<file path="src/rtl/vscale_htif_pcr_arbiter_pkg.sv">
// Shared types and constants for the HTIF PCR port arbiter: FSM encoding,
// PCR/CSR widths and the round-robin pointer wrap helper.
package vscale_htif_pcr_arbiter_pkg;

  localparam int HTIF_PCR_WIDTH = 64;
  localparam int CSR_ADDR_WIDTH = 12;
  localparam int ARB_STATE_W    = 2;

  typedef enum logic [ARB_STATE_W-1:0] {
    ARB_IDLE      = 2'd0,
    ARB_ISSUE     = 2'd1,
    ARB_WAIT_RESP = 2'd2,
    ARB_DELIVER   = 2'd3
  } arb_state_e;

  function automatic int rr_next(input int idx, input int n);
    return (idx + 1 >= n) ? 0 : idx + 1;
  endfunction

endpackage

</file>
<file path="src/rtl/vscale_htif_pcr_arbiter_rr.sv">
// Combinational round-robin picker: first asserted request at or after the
// pointer, wrapping modulo N. The pointer register lives in the parent.
module vscale_rr_arbiter #(
  parameter int N     = 2,
  parameter int IDX_W = 1
) (
  input  logic [N-1:0]     req_i,
  input  logic [IDX_W-1:0] ptr_i,
  output logic [N-1:0]     grant_o,
  output logic [IDX_W-1:0] grant_idx_o,
  output logic             any_grant_o
);

  logic [2*N-1:0] req_dbl;
  logic [2*N-1:0] req_rot;
  int             pos;
  int             idx_sum;

  always_comb begin
    // Rotating a doubled copy puts the pointer position at bit 0.
    req_dbl     = {req_i, req_i};
    req_rot     = req_dbl >> ptr_i;
    any_grant_o = 1'b0;
    pos         = 0;
    for (int k = N - 1; k >= 0; k--) begin
      if (req_rot[k]) begin
        any_grant_o = 1'b1;
        pos         = k;
      end
    end
    idx_sum = int'(ptr_i) + pos;
    if (idx_sum >= N) idx_sum = idx_sum - N;
    grant_idx_o = IDX_W'(idx_sum);
    grant_o     = '0;
    for (int i = 0; i < N; i++) begin
      grant_o[i] = any_grant_o && (grant_idx_o == IDX_W'(i));
    end
  end

endmodule

</file>
<file path="src/rtl/vscale_htif_pcr_arbiter.sv">
// Shares the core's single HTIF PCR port among N_REQ host requesters with
// round-robin grant and one transaction in flight at a time.
module vscale_htif_pcr_arbiter
  import vscale_htif_pcr_arbiter_pkg::*;
#(
  parameter int N_REQ      = 2,
  parameter int DATA_WIDTH = HTIF_PCR_WIDTH,
  parameter int ADDR_WIDTH = CSR_ADDR_WIDTH
) (
  input  logic                        clk,
  input  logic                        reset_n,
  input  logic [N_REQ-1:0]            req_valid,
  output logic [N_REQ-1:0]            req_ready,
  input  logic [N_REQ-1:0]            req_rw,
  input  logic [N_REQ*ADDR_WIDTH-1:0] req_addr,
  input  logic [N_REQ*DATA_WIDTH-1:0] req_data,
  output logic [N_REQ-1:0]            resp_valid,
  input  logic [N_REQ-1:0]            resp_ready,
  output logic [DATA_WIDTH-1:0]       resp_data,
  output logic                        pcr_req_valid,
  input  logic                        pcr_req_ready,
  output logic                        pcr_req_rw,
  output logic [ADDR_WIDTH-1:0]       pcr_req_addr,
  output logic [DATA_WIDTH-1:0]       pcr_req_data,
  input  logic                        pcr_resp_valid,
  output logic                        pcr_resp_ready,
  input  logic [DATA_WIDTH-1:0]       pcr_resp_data,
  output logic                        busy
);

  localparam int IDX_W = (N_REQ > 1) ? $clog2(N_REQ) : 1;

  arb_state_e              state_q, state_d;
  logic [IDX_W-1:0]        rr_q, rr_d;
  logic [IDX_W-1:0]        owner_q, owner_d;
  logic                    rw_q, rw_d;
  logic [ADDR_WIDTH-1:0]   addr_q, addr_d;
  logic [DATA_WIDTH-1:0]   wdata_q, wdata_d;
  logic [DATA_WIDTH-1:0]   rdata_q, rdata_d;

  logic [N_REQ-1:0]        grant;
  logic [IDX_W-1:0]        grant_idx;
  logic                    any_grant;
  logic                    sel_rw;
  logic [ADDR_WIDTH-1:0]   sel_addr;
  logic [DATA_WIDTH-1:0]   sel_data;
  logic [N_REQ-1:0]        owner_oh;
  logic                    owner_resp_ready;

  vscale_rr_arbiter #(
    .N     (N_REQ),
    .IDX_W (IDX_W)
  ) u_rr (
    .req_i       (req_valid),
    .ptr_i       (rr_q),
    .grant_o     (grant),
    .grant_idx_o (grant_idx),
    .any_grant_o (any_grant)
  );

  always_comb begin
    sel_rw   = 1'b0;
    sel_addr = '0;
    sel_data = '0;
    owner_oh = '0;
    for (int i = 0; i < N_REQ; i++) begin
      if (grant_idx == IDX_W'(i)) begin
        sel_rw   = req_rw[i];
        sel_addr = req_addr[i*ADDR_WIDTH +: ADDR_WIDTH];
        sel_data = req_data[i*DATA_WIDTH +: DATA_WIDTH];
      end
      owner_oh[i] = (owner_q == IDX_W'(i));
    end
    // Only the owner's resp_ready can retire a delivered response.
    owner_resp_ready = |(owner_oh & resp_ready);
  end

  always_comb begin
    state_d        = state_q;
    rr_d           = rr_q;
    owner_d        = owner_q;
    rw_d           = rw_q;
    addr_d         = addr_q;
    wdata_d        = wdata_q;
    rdata_d        = rdata_q;
    req_ready      = '0;
    resp_valid     = '0;
    pcr_req_valid  = 1'b0;
    pcr_resp_ready = 1'b0;
    case (state_q)
      ARB_IDLE: begin
        // Gated by reset_n so nothing is offered while reset is asserted.
        req_ready = grant & {N_REQ{reset_n}};
        if (any_grant) begin
          owner_d = grant_idx;
          rr_d    = IDX_W'(rr_next(int'(grant_idx), N_REQ));
          rw_d    = sel_rw;
          addr_d  = sel_addr;
          wdata_d = sel_data;
          state_d = ARB_ISSUE;
        end
      end
      ARB_ISSUE: begin
        pcr_req_valid = 1'b1;
        if (pcr_req_ready) state_d = ARB_WAIT_RESP;
      end
      ARB_WAIT_RESP: begin
        pcr_resp_ready = 1'b1;
        if (pcr_resp_valid) begin
          rdata_d = pcr_resp_data;
          state_d = ARB_DELIVER;
        end
      end
      ARB_DELIVER: begin
        resp_valid = owner_oh;
        if (owner_resp_ready) state_d = ARB_IDLE;
      end
      default: state_d = ARB_IDLE;
    endcase
  end

  always_ff @(posedge clk or negedge reset_n) begin
    if (!reset_n) begin
      state_q <= ARB_IDLE;
      rr_q    <= '0;
      owner_q <= '0;
      rw_q    <= 1'b0;
      addr_q  <= '0;
      wdata_q <= '0;
      rdata_q <= '0;
    end else begin
      state_q <= state_d;
      rr_q    <= rr_d;
      owner_q <= owner_d;
      rw_q    <= rw_d;
      addr_q  <= addr_d;
      wdata_q <= wdata_d;
      rdata_q <= rdata_d;
    end
  end

  assign pcr_req_rw   = rw_q;
  assign pcr_req_addr = addr_q;
  assign pcr_req_data = wdata_q;
  assign resp_data    = rdata_q;
  assign busy         = (state_q != ARB_IDLE);

endmodule

</file>
<file path="config.mk">
export PLATFORM = sky130hd
export DESIGN_NAME = vscale_htif_pcr_arbiter
export DESIGN_NICKNAME = d
export VERILOG_FILES = /design/src/rtl/vscale_htif_pcr_arbiter_pkg.sv /design/src/rtl/vscale_htif_pcr_arbiter_rr.sv /design/src/rtl/vscale_htif_pcr_arbiter.sv
export SDC_FILE = /design/constraint.sdc
export NUM_CORES = 1
export LEC_CHECK = 0
export CAP_MARGIN = 20
export CORE_AREA = 8 8 140 142
export DETAILED_ROUTE_END_ITERATION = 10
export DIE_AREA = 0 0 148 150
export PLACE_DENSITY_LB_ADDON = 0.2
export SLEW_MARGIN = 10
export SYNTH_ARGS = -nofsm -noshare
export SYNTH_HDL_FRONTEND = slang
export SYNTH_HIERARCHICAL = 1
export SYNTH_SLANG_ARGS = --single-unit
</file>
<file path="constraint.sdc">
create_clock -name clk -period 3.4 [get_ports clk]
set_clock_uncertainty 0.15 [all_clocks]
set_input_delay 0.85 -clock clk [delete_from_list [all_inputs] [get_ports clk]]
set_output_delay 0.85 -clock clk [all_outputs]
set_load 0.02 [all_outputs]
</file>
==> flow_metrics.py, run 1 <==
metrics = {
    "power_and_ir_drop": {
        "p_switching_mw": 3.76,
        "p_leak_nw": 4.65,
        "seqPwrFrac_pct": 30.9,
        "p_clk_share_pct": 17.6,
        "switching_share_pct": 38.3,
        "p_per_area_nw_per_um2": 914,
        "ir_drop_v": 0.000462,
        "p_comb_share_pct": 51.5,
        "p_int_mw": 6.04,
    },
    "finish": {
        "mostFrequentLayoutCells": "372 x clkdlybuf4s50_1, 145 x dfrtp_1, 81 x nand2_1",
        "drive_gt1_share_pct": 12.6,
        "fin_util_pct": 61.2,
        "stdcell_area_um2": 10700,
        "nets": 1101,
        "area_growth_pct": 73.8,
        "nFillCells": 1435,
        "layout_commonest_cell": "clkdlybuf4s50_1",
        "antennaDiodeCount": 0,
    },
    "die": {
        "rows": 49,
        "die_x_um": 148,
        "core_area_um2": 17500,
        "dieArea_um2": 22200,
        "pin_count": 374,
        "die_h_um": 150,
        "initial_utilization_pct": 35.2,
    },
    "sta": {
        "worstMarginPinSlew_ns": 0.667,
        "final_hold_viol_count": 0,
        "fin_setup_tns_ns": 0,
        "rsz0062_at_grt": "no",
        "drv_slew": 0,
        "min_period_over_period_pct": 96.5,
        "slew_headroom_pct": 55.5,
        "fin_crit_ns": 3.28,
        "setup_viol": 0,
        "timing.fmax_ghz": 0.305,
    },
    "logic_synthesis": {
        "yosysUniqueCellTypes": 23,
        "ys_warn_count": 6,
        "ys_top_cells_by_area": "dfrtp_1 59%, mux2i_1 13%, mux2_2 12%",
        "synth_top_area_share_pct": 58.8,
        "ys_seq_area_share_pct": 58.8,
        "synth_top_cell_by_area": "dfrtp_1",
        "syn-num-nets": 734,
        "synth-seq-cells": 145,
        "synth_area_per_cell_um2": 12.2,
        "netlist_area_um2": 6170,
        "syn_inst": 504,
    },
    "setup_path": {
        "cp_common_cell": "clkdlybuf4s50_1",
        "cp.arrival_ns": 2.28,
        "crit_family": "buffers and inverters",
        "slowest_stage": "clkdlybuf4s50_1",
        "crit_fanout": 3,
        "critPathBufInv": 3,
        "cpPeakStageDelay_ns": 0.60,
        "crit_path_end_kind": "primary output",
        "worst_ep_required_time_ns": 2.40,
        "cp-start-kind": "input port",
        "crit_type": "in2out",
        "path_cells": "clkdlybuf4s50_1 > inv_1 > a21oi_1 > and3_1 > clkdlybuf4s50_1",
    },
    "routing": {
        "routed_wl_um": 21300,
        "wire_per_inst_um": 19.1,
        "firstDrtPassIters": 4,
        "drc_errors": 0,
        "drtIter0Drc": 169,
        "via_count": 5134,
        "drt-vias-per-instance": 4.61,
        "ant_nets": 0,
    },
    "run": {
        "cap_violations": 0,
    },
    "global_route": {
        "grt_usage_pct": 19.2,
        "antenna_found_initial": 1,
        "grt_pass1_wl_um": 32500,
        "overflow": 0,
        "grt_pass1_vias": 5766,
        "grt_max_degree": 90,
    },
    "clock_tree": {
        "cts_setup_buffers": 0,
        "htree_levels": 4,
        "clkLatencyLatePin_ns": 0.41,
        "cts-root-buf": "clkbuf_16",
        "cts.sinks": 145,
        "cts_made_buffers": 17,
        "ctsHoldBuffers": 0,
        "cts_tree": "done",
        "path_clk_slew_ns": 0.06,
        "cts_resized": 0,
        "clock_path_buffers": 2,
    },
    "place": {
        "dp_hpwl_um": 17200,
        "dpl_cell_area_um2": 10200,
        "portBuffers": 373,
        "place.gp.congestion": 0.757,
    },
    "min_path": {
        "hold_path.class": "reg2reg",
    },
    "outcome": {
        "status": "finished clean",
    },
}
per-stage QoR:
| stage | instances | setup slack [ns] | hold WS [ns] | total power [mW] |
|---|---|---|---|---|
| final | 1113 | 0.121 | 0.328 | 9.80 |
| after global routing | 1113 | 0.0468 | 0.351 | 10.4 |
| after CTS | 1113 | 0.107 | 0.333 | 9.96 |
| after detailed placement | 1081 | 0.107 | 0.319 | 8.19 |
| after global placement | 1080 | 0.128 | 0.312 | 8.05 |
| after floorplan | 504 | 1.11 | 0.346 | 5.58 |
per-layer routing:
layer	global-route usage, %	share of wire [%]	wire, um	up-vias
li1	-	-	-	2478
met1	20.0	37	7800	2373
met2	33.2	51	10800	249
met3	8.95	10	2230	32
met4	7.19	2.2	478	2
met5	0	0.047	10	-
worst paths after layout:
| kind | from | to | slack, ns | depth (start not counted) |
|---|---|---|---|---|
| setup / recovery | req_valid[0] | req_ready[0] | 0.12 | 5 |
| hold / removal | pcr_req_data[59] | pcr_req_data[59] | 0.33 | 2 |
| setup reg to reg | state_q[0] | state_q[1] | 1.42 | 5 |
| hold reg to reg | pcr_req_data[59] | pcr_req_data[59] | 0.33 | 2 |
| max in group asynchronous | reset_n | pcr_req_data[34] | 1.61 | 3 |
| min in group asynchronous | reset_n | resp_data[61] | 0.41 | 2 |
cell type report:
class | instances | area, um2 | share of cell area, %
timing repair buffer | 380 | 3860 | 36.0
multi-input combinational | 323 | 2390 | 22.3
clock inverter | 15 | 121 | 1.13
tap | 229 | 287 | 2.67
clock buffer | 17 | 425 | 3.97
sequential | 145 | 3630 | 33.8
inverter | 4 | 15.0 | 0.140
cells in the mapped netlist:
master / instances
buf_2: 17
a2111oi_2: 1
o21ai_0: 53
mux2_2: 64
a21oi_1: 1
ha_1: 4
dfrtp_1: 145
o21ai_1: 25
buf_4: 2
nand2_1: 83
mux2_1: 1
or2_2: 1
maj3_2: 1
inv_1: 4
o21a_1: 1
and3_1: 2
and2_1: 1
and2_2: 1
and2b_2: 1
nor2_1: 1
nor2b_1: 3
clkbuf_1: 13
mux2i_1: 79
cell families after synthesis:
| family | Yosys count | synth area share (%) |
|---|---|---|
| compound gates | 81 | 6.77 |
| fa+ha+maj | 5 | 0.994 |
| buf+inv | 36 | 2.66 |
| simple gates | 93 | 6.08 |
| mux | 144 | 24.7 |
| flops | 145 | 58.8 |
sequential cells by signal (all words and copies together), names as in the netlist:
signal        flops
owner_q           1
pcr_req_addr     12
pcr_req_data     64
pcr_req_rw        1
resp_data        64
rr_q              1
state_q           2
power by group through the flow:
stage / combinational, mW / sequential [mW] / clock [mW]
5_1_grt: 5.41 / 3.14 / 1.88
2_1_floorplan: 1.54 / 4.04 / 0
3_5_place_dp: 5.13 / 3.06 / 0
4_1_cts: 5.14 / 3.04 / 1.79
3_3_place_gp: 5.03 / 3.01 / 0
6_report: 5.04 / 3.03 / 1.73
worst reg2reg max path, delay by kind of cell (launching register included):
family,cells,cell delay [ns]
AND/OR/NAND/NOR,1,0.15
AO/OA/AOI/OAI,1,0.44
flip-flops,1,0.40
adder cells (fa/ha/maj),1,0.25
multiplexers,1,0.38
buffers and inverters,1,0.10
(Power assumes the default switching activity.)
==> run 2, diff against run 1 <==
HOLD_SLACK_MARGIN = 0.1   (was unset)
==> results of run 2 <==
Same layout as run 1: the final DEF is identical, and so are final timing and power.
